## src/rtl/pb_pkg.sv

```systemverilog
// rtl/pb_pkg.sv - shared types and constants for the push-button debouncer
//
// Purpose: debouncer FSM state encoding, default stability window and
//          synchronizer depth. Optional build macro: PB_SYNC3_EN selects a
//          3-flop synchronizer instead of the default 2-flop chain.
// Ports:   none (package).

package pb_pkg;

   typedef enum logic [1:0] {
      RELEASED     = 2'd0,
      WAIT_PRESS   = 2'd1,
      PRESSED      = 2'd2,
      WAIT_RELEASE = 2'd3
   } pb_state_t;

   localparam int PB_T_STABLE_DEFAULT = 1_000_000;

`ifdef PB_SYNC3_EN
   localparam int PB_SYNC_STAGES = 3;
`else
   localparam int PB_SYNC_STAGES = 2;
`endif

   // The button is considered down once a press has been accepted and until
   // a release has been accepted, so WAIT_RELEASE still reports pressed.
   function automatic logic pb_is_down(input pb_state_t st);
      return (st == PRESSED) || (st == WAIT_RELEASE);
   endfunction

endpackage

```

## src/rtl/pb_synchronizer.sv

```systemverilog
// rtl/pb_synchronizer.sv - multi-flop synchronizer for an asynchronous pin
//
// Purpose: brings an asynchronous single-bit input into the clk domain.
// Parameters:
//   STAGES - number of flops in the chain (>= 2)
// Ports:
//   clk - system clock
//   rst - synchronous active-high reset, clears every stage to 0
//   d   - asynchronous input
//   q   - synchronized output (last stage of the chain)

module pb_synchronizer #(
   parameter int STAGES = 2
) (
   input  logic clk,
   input  logic rst,
   input  logic d,
   output logic q
);

   logic [STAGES-1:0] sync_ff;

   always_ff @(posedge clk) begin
      if (rst) begin
         sync_ff <= '0;
      end else begin
         sync_ff <= {sync_ff[STAGES-2:0], d};
      end
   end

   assign q = sync_ff[STAGES-1];

endmodule

```

## src/rtl/pb_debouncer.sv

```systemverilog
// rtl/pb_debouncer.sv - push-button synchronizer, debouncer and edge pulser
//
// Purpose: synchronizes a raw bouncing push-button pin, accepts a new level
//          only after it has held for T_STABLE consecutive cycles, and
//          produces a registered clean level plus one-cycle press/release
//          pulses. Optional build macro: PB_SYNC3_EN (3-flop synchronizer,
//          all latencies one cycle longer).
// Parameters:
//   T_STABLE       - cycles a new level must hold before acceptance (>= 2)
//   T_STABLE_WIDTH - width of the stability counter
// Ports:
//   clk               - system clock
//   rst               - synchronous active-high reset
//   PB                - raw asynchronous button pin, active-high
//   PB_pressed_status - debounced level, 1 while accepted as pressed
//   PB_pressed_pulse  - one-cycle pulse when a press is accepted
//   PB_released_pulse - one-cycle pulse when a release is accepted

module pb_debouncer
   import pb_pkg::*;
#(
   parameter int T_STABLE       = PB_T_STABLE_DEFAULT,
   parameter int T_STABLE_WIDTH = $clog2(T_STABLE)
) (
   input  logic clk,
   input  logic rst,
   input  logic PB,
   output logic PB_pressed_status,
   output logic PB_pressed_pulse,
   output logic PB_released_pulse
);

   localparam logic [T_STABLE_WIDTH-1:0] COUNT_LAST = T_STABLE_WIDTH'(T_STABLE - 1);
   localparam logic [T_STABLE_WIDTH-1:0] COUNT_ONE  = T_STABLE_WIDTH'(1);

   logic                      pb_sync;
   pb_state_t                 state;
   pb_state_t                 state_next;
   logic [T_STABLE_WIDTH-1:0] count;
   logic [T_STABLE_WIDTH-1:0] count_next;
   logic                      status_next;
   logic                      press_next;
   logic                      release_next;

   pb_synchronizer #(
      .STAGES (PB_SYNC_STAGES)
   ) u_sync (
      .clk (clk),
      .rst (rst),
      .d   (PB),
      .q   (pb_sync)
   );

   always_ff @(posedge clk) begin
      if (rst) begin
         state             <= RELEASED;
         count             <= '0;
         PB_pressed_status <= 1'b0;
         PB_pressed_pulse  <= 1'b0;
         PB_released_pulse <= 1'b0;
      end else begin
         state             <= state_next;
         count             <= count_next;
         PB_pressed_status <= status_next;
         PB_pressed_pulse  <= press_next;
         PB_released_pulse <= release_next;
      end
   end

   // The counter defaults to 0 every cycle, so it is held at 0 in the stable
   // states and any bounce during a WAIT_* state restarts the window from
   // scratch. It only advances while the candidate level keeps holding and
   // never reaches past COUNT_LAST because the state leaves on that edge.
   always_comb begin
      state_next = state;
      count_next = '0;
      unique case (state)
         RELEASED: begin
            if (pb_sync) begin
               state_next = WAIT_PRESS;
            end
         end
         WAIT_PRESS: begin
            if (!pb_sync) begin
               state_next = RELEASED;
            end else if (count == COUNT_LAST) begin
               state_next = PRESSED;
            end else begin
               count_next = count + COUNT_ONE;
            end
         end
         PRESSED: begin
            if (!pb_sync) begin
               state_next = WAIT_RELEASE;
            end
         end
         WAIT_RELEASE: begin
            if (pb_sync) begin
               state_next = PRESSED;
            end else if (count == COUNT_LAST) begin
               state_next = RELEASED;
            end else begin
               count_next = count + COUNT_ONE;
            end
         end
         default: begin
            state_next = RELEASED;
         end
      endcase
   end

   // Outputs are decoded from the transition being taken and registered, so
   // status and the matching pulse rise on the same edge as the state change.
   always_comb begin
      status_next  = pb_is_down(state_next);
      press_next   = (state == WAIT_PRESS)   && (state_next == PRESSED);
      release_next = (state == WAIT_RELEASE) && (state_next == RELEASED);
   end

endmodule

```

## config.mk

```make
export PLATFORM = sky130hd
export DESIGN_NAME = pb_debouncer
export DESIGN_NICKNAME = d
export VERILOG_FILES = /design/src/rtl/pb_pkg.sv /design/src/rtl/pb_synchronizer.sv /design/src/rtl/pb_debouncer.sv
export SDC_FILE = /design/constraint.sdc
export NUM_CORES = 1
export LEC_CHECK = 0
export ABC_AREA = 1
export ABC_CLOCK_PERIOD_IN_PS = 3200
export CORE_MARGIN = 10
export CORE_UTILIZATION = 30
export CTS_BUF_LIST = sky130_fd_sc_hd__clkbuf_2 sky130_fd_sc_hd__clkbuf_4 sky130_fd_sc_hd__clkbuf_8
export DETAILED_ROUTE_END_ITERATION = 12
export GPL_TIMING_DRIVEN = 1
export PLACE_DENSITY = 0.55
export SLEW_MARGIN = 20
export SYNTH_ARGS = -nofsm -noshare
export SYNTH_HDL_FRONTEND = slang
export SYNTH_HIERARCHICAL = 1
export SYNTH_SLANG_ARGS = --single-unit
```

## constraint.sdc

```tcl
create_clock -name clk -period 3.2 [get_ports clk]
set_input_delay 0.48 -clock clk [delete_from_list [all_inputs] [get_ports clk]]
set_output_delay 0.48 -clock clk [all_outputs]
set_load 0.01 [all_outputs]
```

==> impl_metrics.tcl <==
set metrics [dict create \
    critPathMaxFanout 20 \
    worst_ir_drop_vdd_uv 176 \
    ctsResizeCount 0 \
    detail_route.drc_violations 0 \
    fp.dieArea_mm2 0.00729 \
    clkPwrFrac 0.359 \
    die_w_um 85.4 \
    tightest_slew_ns 0.439 \
    wirelength_um 2240 \
    rr_endpoint "count[18]" \
    viasPerCell 4.29 \
    worst-setup-path-type "flip-flop to flip-flop" \
    worst_hold_startpoint "u_sync/sync_ff[0]" \
    timing.max_cap.violations 0 \
    reg2regPathDepth 6 \
    whs_ns 0.420 \
    die-height_um 85.4 \
    post-route-worst-setup-slack_ns 1.44 \
    postSynth.asyncResetShare 0 \
    area_of_the_multi_input_gates_um2 633 \
    critPathLaunchType "flip-flop" \
    finalCriticalPeriod_ns 1.76 \
    layout_worst_path_cycle_share 0.550 \
    synth_enable_flop_cells 0 \
    synth_most_common_cell "nor2_1" \
    p_sw_uw 108 \
    grt_antenna_before_repair 0 \
    synth_nets 184 \
    path_cells "ha_1, nand3_1, nor2_1, nand3_1, nand3_2, nor2_1" \
    crit_path_buf_inv_count 0 \
    route.detailed.wl_per_inst_um 9.46 \
    floorplan.io_pins 6 \
    power_per_cell_area_mw_per_mm2 377 \
    whs_endpoint "u_sync/sync_ff[1]" \
    final-seq-area_um2 541 \
    grt_first_pass_wirelength_um 4110 \
    tns_ns 0 \
    initial_utilization 0.316 \
    skew_ns 0.00307 \
    min_delay_path_class "flip-flop to flip-flop" \
    synth_common_cells "44 x nor2_1, 37 x nand2_1, 27 x dfxtp_1, 22 x inv_1, 14 x nand3_1" \
    flow.area_growth_from_synthesis_pct 10.6 \
    final-setup-viol-count 0 \
    first_global_vias 982 \
    whs_path_depth 2 \
    netlist-cell-type-count 23 \
    final_max_slew_viol_count 0 \
    postSynthCellCount 180 \
    seq_power_share 0.632 \
    grt_remaining_overflow 0 \
    synth_sequential_area_ratio 0.421 \
    share_of_the_synthesized_area_in_the_top_cell_type 0.421 \
    fp-row-count 23 \
    drt_pre_antenna_iters 4 \
    finalPower_uw 535 \
    total_clock_buffers_created_by_cts 3 \
    rsz0062_at_grt "no" \
    gr-usage-all-layers 0.0666 \
    sw_frac_of_total 0.202 \
    avgSynthCellArea_um2 7.12 \
    n_fill_cell 434 \
    port_buffers 5 \
    status "complete, no violations" \
    cts-hold-fix-buffers 0 \
    finalNetCount 192 \
    clock_latency_on_the_worst_skew_pair_ns 0.27 \
    clock-root-buffer "clkbuf_8" \
    route.antenna.remaining_nets 0 \
    req_time_crit_path_ns 3.35 \
    detailedRoute.firstIterationViolations 65 \
    critPathCaptureType "flip-flop" \
    post-place-ws_ns 1.30 \
    crit_arrival_ns 1.91 \
    pin_count_of_the_biggest_net_entering_global_routing 21 \
    slew_headroom 0.707 \
    area_of_the_placeable_core_mm2 0.00406 \
    ys.flop_type "dfxtp_1" \
    netlist.top_cell.by_area "dfxtp_1" \
    synth.top_cells.by_area "dfxtp_1 42%, nor2_1 13%, nand2_1 11%" \
    timing.fmax_mhz 568 \
    timing.critical_path.max_delay_family "simple AND/OR/NAND/NOR gates" \
    netlist_area_mm2 0.00128 \
    tritoncts "built" \
    clk_pin_slew_ns 0.09 \
    cts_num_sinks 27 \
    hold_violations 0 \
    route.vias.total 1016 \
    p_int_uw 427 \
    count_of_warnings_emitted_by_yosys 6 \
    clock_tree.buffer_depth 2 \
    cts.htree.levels 1 \
    layout-drive-gt1-share 0.0856 \
    gp_routability_congestion 0.737 \
    static-leakage-power_nw 0.528 \
    detailedPlacementHpwl_um 1710 \
    worstReg2RegStart "count[0]" \
    postCtsSetupBuffers 0 \
    ff2ff_setup_slack_ns 1.44 \
    worst_path_max_delay_cell "dfxtp_1" \
    synth_seq_cells 27 \
    crit_path_max_incr_delay_ns 0.48 \
    combinationalPowerShare 0.010 \
    insertedDiodeCount 0 \
]
[cell type report]
type | instances | area share
repair buffers | 5 | 0.0353
multi-input cells | 128 | 0.446
clock buffers | 3 | 0.0291
flip-flops and latches | 27 | 0.381
clock inverters | 1 | 0.00353
well taps | 50 | 0.0441
inverters | 23 | 0.0608
[registers in the layout, summed over array words and instances, names as in the netlist]
name,flops
state,2
PB_pressed_pulse,1
count,20
u_sync/sync_ff,2
PB_pressed_status,1
PB_released_pulse,1
[routing by layer]
metal	GRT usage	wire [um]	vias up
met5	0	0	-
met4	0.0135	14	0
met3	0.0296	89	2
met2	0.112	1010	9
met1	0.0755	1130	442
li1	-	-	563
[stage by stage]
stage / cells / util / cell area [um^2]
floorplan: 180 / - / 1280
global placement: 233 / 0.338 / 1370
detailed placement: 233 / 0.338 / 1370
CTS: 237 / 0.350 / 1420
global route: 237 / 0.350 / 1420
finish: 237 / 0.350 / 1420
[power by group through the flow]
stage	Sequential (mW)	Combinational, mW	Clock (mW)
global route	0.339	0.00616	0.220
CTS	0.338	0.00533	0.201
global placement	0.346	0.00529	0
detailed placement	0.346	0.00532	0
floorplan	0.346	0.00245	0
finish	0.338	0.00525	0.192
[worst max path at each step]
stage | startpoint | end | cells past startpoint | slack, ns
floorplan | count[0] | count[12] | 7 | 1.82
global placement | rst | count[11] | 6 | 1.30
detailed placement | rst | count[11] | 6 | 1.30
CTS | count[0] | count[17] | 6 | 1.41
global route | count[0] | count[12] | 6 | 1.20
finish | count[0] | count[18] | 6 | 1.44
[kinds of logic after synthesis]
kind of cell,synth area share
and+or+nand+nor,0.387
adders and majority gates,0.00975
buffers and inverters,0.0849
xor gates and xnor gates,0.0751
DFF,0.421
AOI/OAI and AO/OA,0.0215
[worst reg2reg max path, cell delays in order (launching register included)]
cell     delay (ns)
dfxtp_1        0.48
ha_1           0.27
nand3_1        0.17
nor2_1         0.18
nand3_1        0.11
nand3_2        0.34
nor2_1         0.10
[cell usage in the layout (no fill, tap or decap)]
cell             Yosys  layout
inv_1               22      22
xnor2_1              2       2
a31oi_1              1       1
nand3_2              2       2
xor2_1               9       9
dfxtp_1             27      27
nand4_1              2       2
nand3_1             14      14
nor2_4               1       1
nor3_1               3       3
a21oi_2              1       1
ha_1                 1       1
nor2_1              44      44
and2_1               1       1
nor3_2               2       2
clkbuf_8             0       3
o21ai_1              1       1
clkdlybuf4s50_1      0       5
or2_0                1       1
inv_2                1       1
clkinv_2             0       1
nand2_2              2       2
nor2_2               3       3
nand2_1             37      37
o21bai_1             1       1
Power figures use the tool's default switching activity.
